--- config.mk ---
export PLATFORM = sky130hd
export DESIGN_NAME = sigencode_z_pipe_flat
export DESIGN_NICKNAME = d
export VERILOG_FILES = /design/src/rtl/sigencode_z_pkg.sv /design/src/rtl/sigencode_z_pipe_if.sv /design/src/rtl/abr_adder.sv /design/src/rtl/sigencode_z_lane.sv /design/src/rtl/sigencode_z_pipe.sv /design/src/flat_wrapper.sv
export SDC_FILE = /design/constraint.sdc
export NUM_CORES = 1
export LEC_CHECK = 0
export ABC_AREA = 1
export BUFFER_PORTS_ARGS = -buffer_cell sky130_fd_sc_hd__buf_4
export CAP_MARGIN = 10
export CORE_MARGIN = 5
export CORE_UTILIZATION = 45
export CTS_CLUSTER_DIAMETER = 50
export DETAILED_ROUTE_END_ITERATION = 10
export PLACE_DENSITY = 0.65
export REMOVE_ABC_BUFFERS = 1
export SLEW_MARGIN = 20
export SYNTH_ARGS = -nofsm -noshare
export SYNTH_HDL_FRONTEND = slang
export SYNTH_SLANG_ARGS = --single-unit
--- constraint.sdc ---
create_clock -name clk -period 2.27 [get_ports clk]
set_clock_uncertainty 0.2 [all_clocks]
set_input_delay 0.454 -clock clk [delete_from_list [all_inputs] [get_ports clk]]
set_output_delay 0.454 -clock clk [all_outputs]
set_load 0.05 [all_outputs]
--- src/rtl/sigencode_z_pkg.sv ---
// sigencode_z_pkg: shared constants and types for the signature-z encoder.
//   MLDSA_Q        - modulus q
//   GAMMA1_17/19   - the two legal gamma1 values
//   OUT_W          - per-lane output field width (widest gamma1 plus one bit)
//   gamma_sel_e    - per-beat gamma1 selector
//   gamma1_of()    - maps a selector to its gamma1 value
package sigencode_z_pkg;

    localparam int unsigned MLDSA_Q   = 8380417;
    localparam int unsigned GAMMA1_17 = 1 << 17;
    localparam int unsigned GAMMA1_19 = 1 << 19;
    localparam int unsigned OUT_W     = 20;

    typedef enum logic {
        G17 = 1'b0,
        G19 = 1'b1
    } gamma_sel_e;

    function automatic int unsigned gamma1_of(gamma_sel_e sel);
        return (sel == G19) ? GAMMA1_19 : GAMMA1_17;
    endfunction

endpackage

--- src/rtl/sigencode_z_pipe_if.sv ---
// sigencode_z_pipe_if: beat-level handshake bundle of the signature-z encoder.
//   in_valid_i / in_ready_o   - input beat handshake
//   gamma_sel_i               - 0: gamma1 = 2^17, 1: gamma1 = 2^19
//   data_i                    - NUM_LANES packed REG_SIZE-bit coefficients
//   out_valid_o / out_ready_i - output beat handshake
//   data_o                    - NUM_LANES packed OUT_W-bit results
//   lane_err_o                - per-lane range error of the output beat
//   err_sticky_o              - accumulated error since reset or zeroize
// The master modport is the side that feeds inputs and consumes outputs; the
// slave modport is the encoder.
interface sigencode_z_pipe_if #(
    parameter int unsigned NUM_LANES = 4,
    parameter int unsigned REG_SIZE  = 24,
    parameter int unsigned OUT_W     = 20
);
    logic                          in_valid_i;
    logic                          in_ready_o;
    logic                          gamma_sel_i;
    logic [NUM_LANES*REG_SIZE-1:0] data_i;
    logic                          out_valid_o;
    logic                          out_ready_i;
    logic [NUM_LANES*OUT_W-1:0]    data_o;
    logic [NUM_LANES-1:0]          lane_err_o;
    logic                          err_sticky_o;

    modport master (
        output in_valid_i, gamma_sel_i, data_i, out_ready_i,
        input  in_ready_o, out_valid_o, data_o, lane_err_o, err_sticky_o
    );

    modport slave (
        input  in_valid_i, gamma_sel_i, data_i, out_ready_i,
        output in_ready_o, out_valid_o, data_o, lane_err_o, err_sticky_o
    );
endinterface

--- src/rtl/abr_adder.sv ---
// abr_adder: plain WIDTH-bit adder with carry-in, result taken modulo 2^WIDTH.
//   a_i, b_i  - operands
//   cin_i     - carry in
//   sum_o     - a_i + b_i + cin_i, truncated to WIDTH bits
module abr_adder #(
    parameter int unsigned WIDTH = 32
) (
    input  logic [WIDTH-1:0] a_i,
    input  logic [WIDTH-1:0] b_i,
    input  logic             cin_i,
    output logic [WIDTH-1:0] sum_o
);
    assign sum_o = a_i + b_i + WIDTH'(cin_i);
endmodule

--- src/rtl/sigencode_z_lane.sv ---
// sigencode_z_lane: one coefficient lane of the signature-z encoder.
// Stage 1 registers r0 = g - c (REG_SIZE+1 bits, two's complement) and its
// borrow; stage 2 registers out = borrow ? r0 + q : r0 (FIELD_W bits) and the
// range error. Stage enables come from the parent's valid/ready control.
//   clk, reset_n, zeroize - clock, async active-low reset, sync clear
//   s1_load_i / s2_load_i - load enables of stage 1 / stage 2
//   gamma_i               - gamma1 selector of the beat entering stage 1
//   s1_gamma_i            - gamma1 selector of the beat held in stage 1
//   coeff_i               - input coefficient c
//   data_o / err_o        - stage-2 result and range error
module sigencode_z_lane
    import sigencode_z_pkg::*;
#(
    parameter int unsigned REG_SIZE = 24,
    parameter int unsigned MOD_Q    = 8380417,
    parameter int unsigned FIELD_W  = 20
) (
    input  logic                clk,
    input  logic                reset_n,
    input  logic                zeroize,
    input  logic                s1_load_i,
    input  logic                s2_load_i,
    input  gamma_sel_e          gamma_i,
    input  gamma_sel_e          s1_gamma_i,
    input  logic [REG_SIZE-1:0] coeff_i,
    output logic [FIELD_W-1:0]  data_o,
    output logic                err_o
);
    localparam int unsigned W = REG_SIZE + 1;

    logic [W-1:0]       g_in, c_inv, r0_d, r0_q;
    logic               borrow_q;
    logic [W-1:0]       g_s1, thr_lo, thr_hi;
    logic [FIELD_W-1:0] corr, sum_fix, data_q;
    logic               err_d, err_q;

    always_comb begin
        g_in  = W'(gamma1_of(gamma_i));
        c_inv = ~{1'b0, coeff_i};
    end

    // g + ~c + 1 = g - c
    abr_adder #(.WIDTH(W)) u_sub (
        .a_i   (g_in),
        .b_i   (c_inv),
        .cin_i (1'b1),
        .sum_o (r0_d)
    );

    // c < 2^REG_SIZE and g <= 2^19, so g - c never overflows W bits and the
    // sign bit is exactly (c > g).
    always_ff @(posedge clk or negedge reset_n) begin
        if (!reset_n) begin
            r0_q     <= '0;
            borrow_q <= 1'b0;
        end else if (zeroize) begin
            r0_q     <= '0;
            borrow_q <= 1'b0;
        end else if (s1_load_i) begin
            r0_q     <= r0_d;
            borrow_q <= r0_d[W-1];
        end
    end

    // The error compare is done on r0 rather than c: with c = g - r0,
    // c >= q  <=>  r0 <= g - q   and   c <= q - g  <=>  r0 >= 2g - q.
    always_comb begin
        g_s1   = W'(gamma1_of(s1_gamma_i));
        thr_lo = g_s1 - W'(MOD_Q);
        thr_hi = (g_s1 << 1) - W'(MOD_Q);
        corr   = borrow_q ? FIELD_W'(MOD_Q) : '0;
        err_d  = ($signed(r0_q) <= $signed(thr_lo)) ||
                 (borrow_q && ($signed(r0_q) >= $signed(thr_hi)));
    end

    // Only the low FIELD_W bits of r0 + q survive, so add at that width.
    abr_adder #(.WIDTH(FIELD_W)) u_fix (
        .a_i   (r0_q[FIELD_W-1:0]),
        .b_i   (corr),
        .cin_i (1'b0),
        .sum_o (sum_fix)
    );

    always_ff @(posedge clk or negedge reset_n) begin
        if (!reset_n) begin
            data_q <= '0;
            err_q  <= 1'b0;
        end else if (zeroize) begin
            data_q <= '0;
            err_q  <= 1'b0;
        end else if (s2_load_i) begin
            data_q <= sum_fix;
            err_q  <= err_d;
        end
    end

    assign data_o = data_q;
    assign err_o  = err_q;
endmodule

--- src/rtl/sigencode_z_pipe.sv ---
// sigencode_z_pipe: multi-lane, two-stage signature-z encoder (gamma1 - z mod q).
//   clk     - clock
//   reset_n - asynchronous active-low reset
//   zeroize - synchronous clear of all state, highest priority
//   bus     - slave side of sigencode_z_pipe_if (input beat, output beat,
//             per-lane errors, sticky error)
// Owns the valid/ready control, the stage-1 gamma1 selector and the sticky
// error; the per-lane datapath lives in sigencode_z_lane.
module sigencode_z_pipe #(
    parameter int unsigned NUM_LANES = 4,
    parameter int unsigned REG_SIZE  = 24,
    parameter int unsigned MLDSA_Q   = sigencode_z_pkg::MLDSA_Q,
    parameter int unsigned OUT_W     = sigencode_z_pkg::OUT_W
) (
    input logic               clk,
    input logic               reset_n,
    input logic               zeroize,
    sigencode_z_pipe_if.slave bus
);
    import sigencode_z_pkg::*;

    logic s1_valid_q, s1_valid_d;
    logic s2_valid_q, s2_valid_d;
    logic s1_en, s2_en, accept, s2_load;
    logic sticky_q, sticky_d;

    gamma_sel_e in_gamma, s1_gamma_q, s1_gamma_d;

    logic [NUM_LANES-1:0]       lane_err;
    logic [NUM_LANES*OUT_W-1:0] data_all;

    always_comb begin
        in_gamma   = gamma_sel_e'(bus.gamma_sel_i);
        s2_en      = !s2_valid_q || bus.out_ready_i;
        s1_en      = !s1_valid_q || s2_en;
        accept     = bus.in_valid_i && s1_en;
        s2_load    = s1_valid_q && s2_en;
        s1_valid_d = s1_en ? bus.in_valid_i : s1_valid_q;
        s2_valid_d = s2_en ? s1_valid_q : s2_valid_q;
        s1_gamma_d = accept ? in_gamma : s1_gamma_q;
        sticky_d   = sticky_q | (s2_valid_q && bus.out_ready_i && (|lane_err));
    end

    always_ff @(posedge clk or negedge reset_n) begin
        if (!reset_n) begin
            s1_valid_q <= 1'b0;
            s2_valid_q <= 1'b0;
            s1_gamma_q <= G17;
            sticky_q   <= 1'b0;
        end else if (zeroize) begin
            s1_valid_q <= 1'b0;
            s2_valid_q <= 1'b0;
            s1_gamma_q <= G17;
            sticky_q   <= 1'b0;
        end else begin
            s1_valid_q <= s1_valid_d;
            s2_valid_q <= s2_valid_d;
            s1_gamma_q <= s1_gamma_d;
            sticky_q   <= sticky_d;
        end
    end

    for (genvar k = 0; k < NUM_LANES; k++) begin : g_lane
        sigencode_z_lane #(
            .REG_SIZE (REG_SIZE),
            .MOD_Q    (MLDSA_Q),
            .FIELD_W  (OUT_W)
        ) u_lane (
            .clk        (clk),
            .reset_n    (reset_n),
            .zeroize    (zeroize),
            .s1_load_i  (accept),
            .s2_load_i  (s2_load),
            .gamma_i    (in_gamma),
            .s1_gamma_i (s1_gamma_q),
            .coeff_i    (bus.data_i[k*REG_SIZE +: REG_SIZE]),
            .data_o     (data_all[k*OUT_W +: OUT_W]),
            .err_o      (lane_err[k])
        );
    end

    assign bus.in_ready_o   = s1_en;
    assign bus.out_valid_o  = s2_valid_q;
    assign bus.data_o       = data_all;
    assign bus.lane_err_o   = lane_err;
    assign bus.err_sticky_o = sticky_q;
endmodule

--- src/flat_wrapper.sv ---
// flat-port wrapper written by rule: the top's interface ports become plain ports
module sigencode_z_pipe_flat import sigencode_z_pkg::*;
#(
    parameter int unsigned NUM_LANES = 4,
    parameter int unsigned REG_SIZE  = 24,
    parameter int unsigned MLDSA_Q   = sigencode_z_pkg::MLDSA_Q,
    parameter int unsigned OUT_W     = sigencode_z_pkg::OUT_W
)
  (clk, reset_n, zeroize, bus_in_valid_i, bus_gamma_sel_i, bus_data_i, bus_out_ready_i, bus_in_ready_o, bus_out_valid_o, bus_data_o, bus_lane_err_o, bus_err_sticky_o);
  sigencode_z_pipe_if #(.NUM_LANES(NUM_LANES), .REG_SIZE(REG_SIZE), .OUT_W(OUT_W)) bus_i ();
  input logic clk;
  input logic reset_n;
  input logic zeroize;
  input wire logic [$bits(bus_i.in_valid_i)-1:0] bus_in_valid_i;
  input wire logic [$bits(bus_i.gamma_sel_i)-1:0] bus_gamma_sel_i;
  input wire logic [$bits(bus_i.data_i)-1:0] bus_data_i;
  input wire logic [$bits(bus_i.out_ready_i)-1:0] bus_out_ready_i;
  output wire logic [$bits(bus_i.in_ready_o)-1:0] bus_in_ready_o;
  output wire logic [$bits(bus_i.out_valid_o)-1:0] bus_out_valid_o;
  output wire logic [$bits(bus_i.data_o)-1:0] bus_data_o;
  output wire logic [$bits(bus_i.lane_err_o)-1:0] bus_lane_err_o;
  output wire logic [$bits(bus_i.err_sticky_o)-1:0] bus_err_sticky_o;
  assign bus_i.in_valid_i = bus_in_valid_i;
  assign bus_i.gamma_sel_i = bus_gamma_sel_i;
  assign bus_i.data_i = bus_data_i;
  assign bus_i.out_ready_i = bus_out_ready_i;
  assign bus_in_ready_o = bus_i.in_ready_o;
  assign bus_out_valid_o = bus_i.out_valid_o;
  assign bus_data_o = bus_i.data_o;
  assign bus_lane_err_o = bus_i.lane_err_o;
  assign bus_err_sticky_o = bus_i.err_sticky_o;
  sigencode_z_pipe #(.NUM_LANES(NUM_LANES), .REG_SIZE(REG_SIZE), .MLDSA_Q(MLDSA_Q), .OUT_W(OUT_W)) u_core (.clk(clk), .reset_n(reset_n), .zeroize(zeroize), .bus(bus_i));
endmodule
# Word-level counts from Yosys, hierarchy flattened
# Cells that the tools add are included.
dict set report word_totals {
  ff_bits 192
  in_bits 102
  output_inout_bits 87
  word_cells 113
}
dict set report classes {
  n_addsub 14
  magnitude_cmp 8
  mux 45
  bitwise_logic 5
  reduce_logical 21
}
# operator n
set op_table {}
lappend op_table {{$mux 20} 14}
lappend op_table {{$mux 25} 8}
lappend op_table {{$add 25x1->25 const B} 4}
lappend op_table {{$ge 25x24->1} 4}
lappend op_table {{$le 25x24->1} 4}
lappend op_table {{$not 24->25} 4}
lappend op_table {{$add 20x20->20} 4}
lappend op_table {{$add 25x25->25} 3}
lappend op_table {{$add 20x25->25} 1}
lappend op_table {{$sub 20x23->24 const B} 1}
lappend op_table {{$sub 21x23->24 const B} 1}
lappend op_table {{$mux 1} 23}
lappend op_table {{$logic_and 1x1->1} 8}
lappend op_table {{$reduce_bool 2->1} 4}
lappend op_table {{$logic_or 1x1->1} 6}
lappend op_table {{$reduce_or 4->1} 1}
lappend op_table {{$logic_not 1->1} 2}
lappend op_table {{$or 1x1->1} 1}

# Longest topological paths before layout
# Gate-level depths: netlist of run 1.
dict set report depth {
  ltp_word 7
  ltp_mapped 13
  ltp_nobuf 13
}

# Hierarchy
# From an unflattened synthesis of run 1, not the netlist that was laid out.
dict set report unflattened {
  hier_cells 3673
  area_unflattened_um2 22032.4
}
# module n_inst cells_each area_per_inst_um2 seq_area_each_um2
set modules_own_cells {}
lappend modules_own_cells {sigencode_z_lane 4 306 2377.3 1151.1}
lappend modules_own_cells {{abr_adder (u_core.g_lane[0].u_lane.u_fix ...)} 4 230 1223.7 0.0}
lappend modules_own_cells {{abr_adder (u_core.g_lane[0].u_lane.u_sub ...)} 2 374 1851.8 0.0}
lappend modules_own_cells {{abr_adder (u_core.g_lane[1].u_lane.u_sub)} 1 378 1871.8 0.0}
lappend modules_own_cells {{abr_adder (u_core.g_lane[3].u_lane.u_sub)} 1 377 1840.5 0.0}
lappend modules_own_cells {sigencode_z_pipe 1 26 212.7 100.1}

# Worst setup path after synthesis of run 1
# No wires, ideal clock.
dict set report synth_timing {
  path_kind {register to register}
  start {register u_core.s2_valid_q (netlist: u_core.bus.out_valid_o)}
  end {register u_core.g_lane[0].u_lane.r0_q[3]}
  setup_ps 132
  t_arrival_ps 1750
  slack_ps 187
  path_stages_with_launch 8
  path_cell_list {dfrtp_1 nand3_2 nand3_2 inv_2 buf_6 buf_2 nand3_1 o21ai_0}
}
dict set report synth_between {
  elab_chain_cells 5
}
# element line
set synth_rtl {}
lappend synth_rtl {{start: declaration} sigencode_z_pipe.sv:23} ;# logic s2_valid_q, s2_valid_d;
lappend synth_rtl {{start signal: assignment} sigencode_z_pipe.sv:57} ;# s2_valid_q <= s2_valid_d;
lappend synth_rtl {{$logic_not 1->1} sigencode_z_pipe.sv:34} ;# s2_en = !s2_valid_q || bus.out_ready_i;
lappend synth_rtl {{$logic_or 1x1->1} sigencode_z_pipe.sv:34}
lappend synth_rtl {{$logic_or 1x1->1} sigencode_z_pipe.sv:35} ;# s1_en = !s1_valid_q || s2_en;
lappend synth_rtl {{named net bus_in_ready_o} flat_wrapper.sv:18} ;# output wire logic [$bits(bus_i.in_ready_o)-1:0] bus_in_ready_o;
lappend synth_rtl {{$logic_and 1x1->1} sigencode_z_pipe.sv:36} ;# accept = bus.in_valid_i && s1_en;
lappend synth_rtl {{$reduce_bool 2->1 (no line)} --}
lappend synth_rtl {{end signal: assignment} sigencode_z_lane.sv:60} ;# r0_q <= r0_d;
lappend synth_rtl {{end: declaration} sigencode_z_lane.sv:31} ;# logic [W-1:0] g_in, c_inv, r0_d, r0_q;
# The timed path passes the listed nets, and every way through them passes these cells.
# A chain may end at the register's enable or synchronous reset.

==> results of run 1 <==
[metrics by stage]
stage,setup slack [ns],instances,hold slack [ns],power (mW),area [sq um]
after detailed placement,0.02164,2583,0.08030,5.875,15490
final,0.1623,2617,0.04983,9.021,16120
after CTS,0.1531,2617,0.04154,9.079,16120
after global routing,-0.002943,2617,0.05937,9.470,16120
after floorplan,-0.4596,1970,-0.04159,5.023,13230
after global placement,0.03256,2583,0.07892,5.857,15490
[flip-flops by register name (all words and copies together) (netlist names)]
signal,count
u_core.bus.out_valid_o,1
u_core.s1_gamma_q,1
u_core.g_lane.u_lane.r0_q,100
u_core.g_lane.u_lane.err_o,4
u_core.g_lane.u_lane.data_o,80
u_core.s1_valid_q,1
u_core.bus.err_sticky_o,1
[cell families (layout without fill, tap and decap cells)]
logic type | after synthesis | after routing | synth area share [%]
XOR/XNOR | 9 | 9 | 0.5826
AO/OA/AOI/OAI | 314 | 314 | 13.04
adder cells (fa/ha/maj) | 60 | 60 | 5.548
flip-flops | 188 | 188 | 34.77
AND/OR/NAND/NOR | 1129 | 1129 | 36.32
buffers and inverters | 313 | 527 | 9.746
[cell usage after synthesis (4+ instances only)]
library cell	number
a22o_1	14
nor2_2	17
o21a_1	6
nand2_1	575
o21ai_1	45
inv_2	6
o21ai_0	126
ha_1	60
nor2_4	12
o211ai_1	4
buf_2	22
dfrtp_1	188
nand3b_1	16
buf_4	7
xor2_1	8
o22ai_1	22
nor2_1	243
a32o_1	6
a21oi_1	70
a31oi_1	4
nand4_1	31
buf_6	12
o31ai_1	6
nand2_2	10
nor3_1	25
inv_1	264
nand3_2	10
nand3_1	180
[power by group]
group / switching [mW] / leakage, nW / internal, mW
clock: 1.53 / 0.295 / 1.67
combinational: 1.36 / 5.36 / 0.724
sequential: 0.203 / 2.53 / 3.54
total: 3.09 / 8.18 / 5.93
[worst max-delay path, stage by stage (launching register included)]
cell	delay (ns)
dfrtp_1	0.39
buf_4	0.18
ha_2	0.39
nand2_1	0.13
nor2_1	0.12
nand2_1	0.09
nor2_1	0.12
nand2_1	0.11
nand2_1	0.10
nand2_1	0.05
nand2_1	0.06
o21ai_1	0.06
[area by class of cell]
type	count	area, sq um	area share [%]
inverters	270	1013	6.286
clock buffers	17	425.4	2.639
repair buffers	225	1800	11.17
well taps	390	488.0	3.027
multi-input cells	1512	7513	46.60
clock inverters	15	176.4	1.094
flip-flops and latches	188	4705	29.18
[worst max path at each step]
stage / end / slack [ns] / from
2_1_floorplan: u_core.g_lane[2].u_lane.r0_q[10] / -0.46 / u_core.bus.out_valid_o
3_3_place_gp: u_core.g_lane[2].u_lane.r0_q[21] / 0.03 / bus_gamma_sel_i
3_5_place_dp: u_core.g_lane[2].u_lane.r0_q[21] / 0.02 / bus_gamma_sel_i
4_1_cts: u_core.g_lane[3].u_lane.data_o[17] / 0.15 / u_core.g_lane[3].u_lane.r0_q[24]
5_1_grt: u_core.g_lane[3].u_lane.data_o[17] / -0.003 / u_core.g_lane[3].u_lane.r0_q[24]
6_report: u_core.g_lane[3].u_lane.data_o[17] / 0.16 / u_core.g_lane[3].u_lane.r0_q[24]
[routing by layer]
metal | global-route usage [%] | routed length, um | share of wire [%] | vias up
li1 | - | - | - | 6968
met1 | 34.43 | 19400 | 47 | 6223
met2 | 41.12 | 19250 | 47 | 352
met3 | 3.383 | 2047 | 4.9 | 36
met4 | 5.810 | 652 | 1.6 | 0
met5 | 0 | 0 | 0 | -
[what timing repair did]
action	CTS	global route
endpoints found under the setup margin	0	3
buffers inserted	0	0
hold buffers	2	0
hold endpoints to repair	189	0
resized for setup	0	2
==> results.sh, run 1 <==
export IMPL_status="completed"
export IMPL_final_common_cell="nand2_1"
export IMPL_groute_usage_overall_pct=24.73
export IMPL_startpoint_type="flop"
export IMPL_start_util_pct=45.66
export IMPL_grt_pass1_wl_um=67970
export IMPL_vdd_drop_max_v=0.0004689
export IMPL_fin_crit_sh_pct=92.85
export IMPL_synthDominantCellAreaShare_pct=34.77
export IMPL_min_to="u_core.g_lane[1].u_lane.r0_q[24]"
export IMPL_power_density_mw_per_mm2=559.5
export IMPL_core_area_sq_mm=0.02964
export IMPL_period_needed_ns=2.108
export IMPL_gp_congestion=0.9112
export IMPL_nFillCells=2977
export IMPL_first_pass_iters=5
export IMPL_root_buffer="clkbuf_16"
export IMPL_final_cell_mix="nand2_1 (575), inv_1 (264), nor2_1 (242)"
export IMPL_ys_seq_elements=188
export IMPL_netlist_area_sq_mm=0.01353
export IMPL_die_w_um=183.4
export IMPL_crit_arrival_ns=2.25
export IMPL_yosys_top_cells_area="dfrtp_1 (35%), nand2_1 (16%), inv_1 (7.3%)"
export IMPL_ff2ff_setup_slack_ns=0.16
export IMPL_hold_path_depth=3
export IMPL_io_pins=189
export IMPL_tightest_slew_ns=0.4194
export IMPL_reg2reg_to="u_core.g_lane[3].u_lane.data_o[17]"
export IMPL_ctsHtreeMaxLevel=4
export IMPL_synth_cells=2013
export IMPL_cp_max_fo=10
export IMPL_dieHeight_um=183.4
export IMPL_finalCoreUtilization_pct=54.39
export IMPL_cts_buffer_depth=2
export IMPL_n_antenna_cell=0
export IMPL_rsz0062_at_grt="true"
export IMPL_antenna_found_initial=0
export IMPL_cts_tree="yes"
export IMPL_synth_flop_cell="dfrtp_1"
export IMPL_area_growth_pct=19.14
export IMPL_finalWirelength_um=41350
export IMPL_hp_start="bus_data_i[47]"
export IMPL_syn_avg_cell_area_sq_um=6.722
export IMPL_setup_violations_final=0
export IMPL_grt_overflow=0
export IMPL_cellLeakagePower_nw=8.183
export IMPL_clk_pin_slew_worst_paths_ns=0.08
export IMPL_synth_edf_count=0
export IMPL_drc=0
export IMPL_hp_class="in2reg"
export IMPL_grt_max_degree=68
export IMPL_finalNetCount=2376
export IMPL_slew_headroom_pct=71.82
export IMPL_die_area_sq_mm=0.03364
export IMPL_finalHoldViolations=0
export IMPL_slew_violations=0
export IMPL_ys_warn_count=0
export IMPL_detail_route_wl_per_cell_um=15.80
export IMPL_dp_final_hpwl_um=32390
export IMPL_numCtsBuffers=17
export IMPL_clkLatencyLatePin_ns=0.46
export IMPL_via_per_inst=5.189
export IMPL_max_cap_viol_count=0
export IMPL_std_cell_rows=63
export IMPL_grt_pass1_vias=13240
export IMPL_reg2reg_from="u_core.g_lane[3].u_lane.r0_q[24]"
export IMPL_crit_required_ns=2.41
export IMPL_fmax_mhz=474.5
export IMPL_yosysSeqAreaShare_pct=34.77
export IMPL_ant_nets=0
export IMPL_cts_sinks=188
export IMPL_portBuffers=188
export IMPL_drive_gt1_share_pct=14.46
export IMPL_yosysUniqueCellTypes=44
export IMPL_initialDrtViolationCount=867
export IMPL_synth_largest_area_cell="dfrtp_1"
export IMPL_rr_worst_depth=11
export IMPL_crit_type="reg2reg"
export IMPL_synthArstFlopShare_pct=100.0
export IMPL_vias=13580
export IMPL_tns_ns=0
export IMPL_cp_end_kind="flop"
(Power assumes the default switching activity.)
==> inputs of run 2 (changes only) <==
Settings changed: BUFFER_PORTS_ARGS -buffer_cell sky130_fd_sc_hd__buf_4 to not set, DONT_BUFFER_PORTS set to 1, PLACE_DENSITY 0.65 to not set.
==> run 2 against run 1 <==
  * The run now ends with negative hold slack left
  * Power is 7.1% lower
  * Final cell count fell by 6.4%
  * First-iteration DRC count shrank 5.3%
  * Clock power shrank 9.1%
  * Critical endpoint unchanged
==> results.sh, run 2 (same netlist as run 1, synthesis figures left out) <==
export IMPL_status="finished, violations left"
export IMPL_violations="negative hold slack"
export IMPL_final_cell_area_sq_mm=0.01482
export IMPL_final_common_cell="nand2_1"
export IMPL_cts_buffer_depth=2
export IMPL_numCtsBuffers=17
export IMPL_n_antenna_cell=0
export IMPL_slowest_stage="dfrtp_1"
export IMPL_clkLatencyLatePin_ns=0.45
export IMPL_rr_worst_depth=11
export IMPL_largest_register_ffs=100
export IMPL_ctsHtreeMaxLevel=4
export IMPL_cp_max_fo=10
export IMPL_final_cell_mix="nand2_1 (575), inv_1 (264), nor2_1 (243)"
export IMPL_finalCoreUtilization_pct=50.01
export IMPL_crit_required_ns=2.40
export IMPL_gp_congestion=0.8935
export IMPL_finalWirelength_um=41000
export IMPL_cts_tree="yes"
export IMPL_drive_gt1_share_pct=6.119
export IMPL_setup_violations_final=0
export IMPL_grt_max_degree=189
export IMPL_switching_power_mw=2.842
export IMPL_crit_family="simple AND/OR/NAND/NOR gates"
export IMPL_start_util_pct=45.66
export IMPL_seqCellArea_sq_mm=0.004705
export IMPL_detail_route_wl_per_cell_um=16.74
export IMPL_die_area_sq_mm=0.03364
export IMPL_intPower_mw=5.540
export IMPL_tns_ns=0
export IMPL_max_flop_register="u_core.g_lane.u_lane.r0_q"
export IMPL_placedCellCount=2389
export IMPL_timing_hold_ws_ns=-0.4874
export IMPL_cellLeakagePower_nw=7.269
export IMPL_slew_violations=0
export IMPL_grt_pass1_wl_um=67390
export IMPL_period_needed_ns=2.106
export IMPL_rsz0062_at_grt="false"
export IMPL_ff2ff_setup_slack_ns=0.16
export IMPL_seqPwrFrac_pct=47.6
export IMPL_antenna_found_initial=0
export IMPL_slew_headroom_pct=61.84
export IMPL_grt_pass1_vias=12770
export IMPL_clkPwrFrac_pct=34.8
export IMPL_final_cells=2449
export IMPL_nFillCells=3038
export IMPL_dp_final_hpwl_um=30990
export IMPL_cp_end_kind="flop"
export IMPL_startpoint="u_core.g_lane[3].u_lane.r0_q[24]"
export IMPL_die_w_um=183.4
export IMPL_cpMostUsedCell="nand2_1"
export IMPL_slowest_delay_ns=0.39
export IMPL_pwr_share_comb_pct=17.6
export IMPL_crit_type="reg2reg"
export IMPL_grt_overflow=0
export IMPL_tightest_slew_ns=0.5680
export IMPL_reg2reg_to="u_core.g_lane[3].u_lane.data_o[17]"
export IMPL_swShare_pct=33.90
export IMPL_drc=0
export IMPL_cts_sinks=188
export IMPL_core_area_sq_mm=0.02964
export IMPL_dpl_cell_area_sq_mm=0.01400
export IMPL_std_cell_rows=63
export IMPL_max_cap_viol_count=0
export IMPL_finalNetCount=2208
export IMPL_multi_input_area_sq_mm=0.007511
export IMPL_via_per_inst=5.343
export IMPL_path_buf_inv=1
export IMPL_portBuffers=0
export IMPL_startpoint_type="flop"
export IMPL_hp_class="in2async"
export IMPL_dieHeight_um=183.4
export IMPL_vdd_drop_max_v=0.0005082
export IMPL_vias=13090
export IMPL_io_pins=189
export IMPL_fin_crit_sh_pct=92.79
export IMPL_reg2reg_from="u_core.g_lane[3].u_lane.r0_q[24]"
export IMPL_cp_cell_sequence="buf_4 > ha_2 > nand2_1 > nor2_1 > nand2_1 > nor2_1 > nand2_1 > nand2_1 > nand2_1 > nand2_1 > o21ai_1"
export IMPL_root_buffer="clkbuf_16"
export IMPL_crit_arrival_ns=2.23
export IMPL_area_growth_pct=9.543
export IMPL_first_pass_iters=5
export IMPL_ant_nets=0
export IMPL_totalPowerFinal_mw=8.382
export IMPL_finalHoldViolations=188
export IMPL_power_density_mw_per_mm2=565.5
export IMPL_cts_hold_buffers=28
export IMPL_groute_usage_overall_pct=24.58
export IMPL_fmax_mhz=474.7
export IMPL_clk_pin_slew_worst_paths_ns=0.07
export IMPL_initialDrtViolationCount=821
## run 2: cell types whose count changed in the layout (fill, tap and decap cells not counted), moves of 3 or more
cell and change:
inv_8 -3, dlygate4sd3_1 +26, buf_4 -190, clkinv_2 +4, buf_12 -3
## run 2: through the flow
stage | worst slack, ns | hold slack [ns]
4_1_cts | 0.1553 | -0.5094
3_3_place_gp | 0.07375 | -0.03384
3_5_place_dp | 0.09489 | -0.03388
2_1_floorplan | -0.4596 | -0.04159
5_1_grt | 0.02561 | -0.5176
6_report | 0.1636 | -0.4874
## run 2: final cells by class
| cell class | count | area share, % |
|---|---|---|
| inverters | 270 | 6.846 |
| well taps | 390 | 3.292 |
| clock buffers | 20 | 3.081 |
| clock inverters | 12 | 0.5909 |
| repair buffers | 57 | 3.782 |
| flip-flops and latches | 188 | 31.74 |
| multi-input cells | 1512 | 50.67 |
## run 2: per-layer routing
layer	track usage (%)	vias to the layer above	wire, um
met5	0	-	0
met4	6.287	0	825
met3	5.421	60	2639
met2	39.31	362	18430
met1	33.98	6017	19100
li1	-	6646	-
## run 2: how the worst max path moves through the flow
stage / endpoint / cells past startpoint
after floorplan: u_core.g_lane[2].u_lane.r0_q[10] / 6
after global placement: u_core.g_lane[1].u_lane.r0_q[12] / 11
after detailed placement: u_core.g_lane[1].u_lane.r0_q[12] / 11
after CTS: u_core.g_lane[3].u_lane.data_o[17] / 11
after global routing: u_core.g_lane[3].u_lane.data_o[17] / 11
final: u_core.g_lane[3].u_lane.data_o[17] / 11
## run 2: repair_timing
item / CTS / global route
setup buffers: 0 / 0
gates resized for setup: 0 / 1
endpoints found under the hold margin: 217 / 188
setup endpoints to repair: 0 / 1
## run 2: worst register-to-register path: stages, from the launching register on
cell and delay, ns:
dfrtp_1 0.39, buf_4 0.19, ha_2 0.40, nand2_1 0.13, nor2_1 0.12, nand2_1 0.10
nor2_1 0.12, nand2_1 0.11, nand2_1 0.10, nand2_1 0.05, nand2_1 0.06, o21ai_1 0.05
## run 2: power by group through the flow
stage	Clock, mW	Sequential (mW)	Combinational [mW]
finish	2.91	3.99	1.47
CTS	2.97	3.99	1.47
floorplan	0	4.01	1.01
global placement	0	4.06	1.40
global route	3.10	4.02	1.69
detailed placement	0	4.06	1.42
==> inputs of run 3 (changes only) <==
Settings changed: CORE_ASPECT_RATIO set to 1.25, CORE_MARGIN 5 to 3, GPL_TIMING_DRIVEN set to 0.
==> run 3 against run 2 <==
  * The run still ends with negative hold slack left
  * Via count shrank 1.2%
  * Utilization grew 0.75 points
  * Final area grew 0.78%
  * Largest cell class unchanged
  * Global-route usage grew 0.56 points
  * Highest routed layer unchanged
  * Wire length grew 0.52%
==> results.sh, run 3 (same netlist as run 1, synthesis figures left out) <==
export IMPL_finalNetCount=2197
export IMPL_swShare_pct=32.18
export IMPL_root_buffer="clkbuf_16"
export IMPL_totalPowerFinal_mw=8.743
export IMPL_vias=12920
export IMPL_grt_overflow=0
export IMPL_ctsHtreeMaxLevel=4
export IMPL_dpl_cell_area_sq_mm=0.01376
export IMPL_fmax_mhz=461.0
export IMPL_seqPwrFrac_pct=45.9
export IMPL_initialDrtViolationCount=749
export IMPL_grt_max_degree=189
export IMPL_post_place_ws_ns=-1.467
export IMPL_cp_end_kind="flop"
export IMPL_setup_ws_ns=0.1010
export IMPL_timing_hold_ws_ns=-0.4962
export IMPL_crit_arrival_ns=2.30
export IMPL_finalWirelength_um=41210
export IMPL_cts_hold_buffers=26
export IMPL_die_w_um=161.1
export IMPL_hp_class="in2async"
export IMPL_start_util_pct=45.98
export IMPL_pwr_share_comb_pct=16.7
export IMPL_reg2reg_to="u_core.g_lane[2].u_lane.r0_q[2]"
export IMPL_crit_type="reg2reg"
export IMPL_drc=0
export IMPL_cp_max_fo=57
export IMPL_clkPwrFrac_pct=37.4
export IMPL_crit_required_ns=2.40
export IMPL_seqCellArea_sq_mm=0.004712
export IMPL_gp_congestion=0.9139
export IMPL_die_area_sq_mm=0.03220
export IMPL_grt_pass1_wl_um=65140
export IMPL_dieHeight_um=199.9
export IMPL_clkLatencyLatePin_ns=0.44
export IMPL_intPower_mw=5.930
export IMPL_period_needed_ns=2.169
export IMPL_clk_pin_slew_worst_paths_ns=0.07
export IMPL_cts_tree="yes"
export IMPL_cellLeakagePower_nw=7.252
export IMPL_nFillCells=3034
export IMPL_slew_headroom_pct=55.91
export IMPL_final_common_cell="nand2_1"
export IMPL_numCtsBuffers=17
export IMPL_tightest_slew_ns=0.6614
export IMPL_status="finished, violations left"
export IMPL_std_cell_rows=70
export IMPL_cts_buffer_depth=2
export IMPL_dp_final_hpwl_um=29050
export IMPL_vdd_drop_max_v=0.0004266
export IMPL_slew_violations=0
export IMPL_antenna_found_initial=0
export IMPL_multi_input_area_sq_mm=0.007597
export IMPL_setup_violations_final=0
export IMPL_startpoint_type="flop"
export IMPL_drive_gt1_share_pct=6.445
export IMPL_power_density_mw_per_mm2=585.3
export IMPL_reg2reg_from="u_core.bus.out_valid_o"
export IMPL_ant_nets=0
export IMPL_cts_sinks=188
export IMPL_final_cell_mix="nand2_1 (574), inv_1 (263), nor2_1 (240)"
export IMPL_violations="negative hold slack"
export IMPL_rsz0062_at_grt="true"
export IMPL_n_antenna_cell=0
export IMPL_first_pass_iters=5
export IMPL_via_per_inst=5.288
export IMPL_portBuffers=0
export IMPL_final_cell_area_sq_mm=0.01494
export IMPL_largest_register_ffs=100
export IMPL_max_flop_register="u_core.g_lane.u_lane.r0_q"
export IMPL_finalHoldViolations=188
export IMPL_ff2ff_setup_slack_ns=0.10
export IMPL_groute_usage_overall_pct=25.14
export IMPL_core_area_sq_mm=0.02943
export IMPL_rr_worst_depth=5
export IMPL_grt_pass1_vias=12560
export IMPL_area_growth_pct=10.39
export IMPL_tns_ns=0
export IMPL_switching_power_mw=2.814
export IMPL_fin_crit_sh_pct=95.55
export IMPL_io_pins=189
export IMPL_max_cap_viol_count=0
export IMPL_detail_route_wl_per_cell_um=16.86
run 3: changes by cell type in the layout (fill, tap and decap cells not counted), sizes merged, moves of 2 or more:
cell / change
inv: -2
bufinv: +3
buf: -13
nand2: +2
dlygate4sd3: -2
run 3: power groups by stage:
| stage | Combinational [mW] | Clock [mW] | Sequential, mW |
|---|---|---|---|
| 5_1_grt | 1.68 | 3.47 | 4.04 |
| 2_1_floorplan | 1.01 | 0 | 4.01 |
| 6_report | 1.46 | 3.27 | 4.01 |
| 3_3_place_gp | 1.29 | 0 | 4.09 |
| 3_5_place_dp | 1.32 | 0 | 4.09 |
| 4_1_cts | 1.41 | 3.34 | 4.02 |
run 3: per-layer routing:
metal  track usage, %  share of wire (%)  vias to the layer above
met1            31.27                 44                     5950
met3            4.582                4.7                       52
met2            45.17                 50                      299
met4            6.694                2.0                        0
li1                 -                  -                     6622
met5                0                  0                        -
run 3: area by class of cell:
class                      count  share of cell area (%)
multi-input combinational   1515                   50.86
sequential                   188                   31.54
inverter                     270                   7.287
tap                          396                   3.317
clock buffer                  21                   3.216
timing repair buffer          42                   2.680
clock inverter                11                   1.039
timing repair inverter         1                 0.05863
run 3: stage by stage:
step                      utilization [%]  cells
after floorplan                         -   1970
after global placement              46.63   2366
after detailed placement            46.75   2367
after CTS                           50.20   2431
after global routing                50.76   2444
final                               50.76   2444
run 3: how the worst max path moves through the flow:
stage                                          start                                 end  slack, ns  depth (start not counted)
floorplan                     u_core.bus.out_valid_o    u_core.g_lane[2].u_lane.r0_q[10]      -0.46                          6
global placement              u_core.bus.out_valid_o     u_core.g_lane[0].u_lane.r0_q[8]      -1.90                          5
detailed placement            u_core.bus.out_valid_o    u_core.g_lane[0].u_lane.r0_q[16]      -1.47                          5
CTS                 u_core.g_lane[2].u_lane.r0_q[24]  u_core.g_lane[2].u_lane.data_o[18]      0.002                         11
global route        u_core.g_lane[2].u_lane.r0_q[24]  u_core.g_lane[2].u_lane.data_o[18]    -0.0005                         11
finish                        u_core.bus.out_valid_o     u_core.g_lane[2].u_lane.r0_q[2]       0.10                          5
run 3: timing repair:
action | 4_1_cts | 5_1_grt
gates resized for setup | 22 | 15
endpoints found under the hold margin | 216 | 188
buffers inserted | 4 | 11
setup endpoints to repair | 173 | 88
gates cloned | 2 | 2
pin swaps | 1 | 2
run 3: worst max-delay path: stages, from the launching register on:
cell	delay [ns]
dfrtp_2	0.55
nand3_4	0.30
nand2_2	0.24
nand2_8	0.27
clkinv_16	0.21
a32o_1	0.26
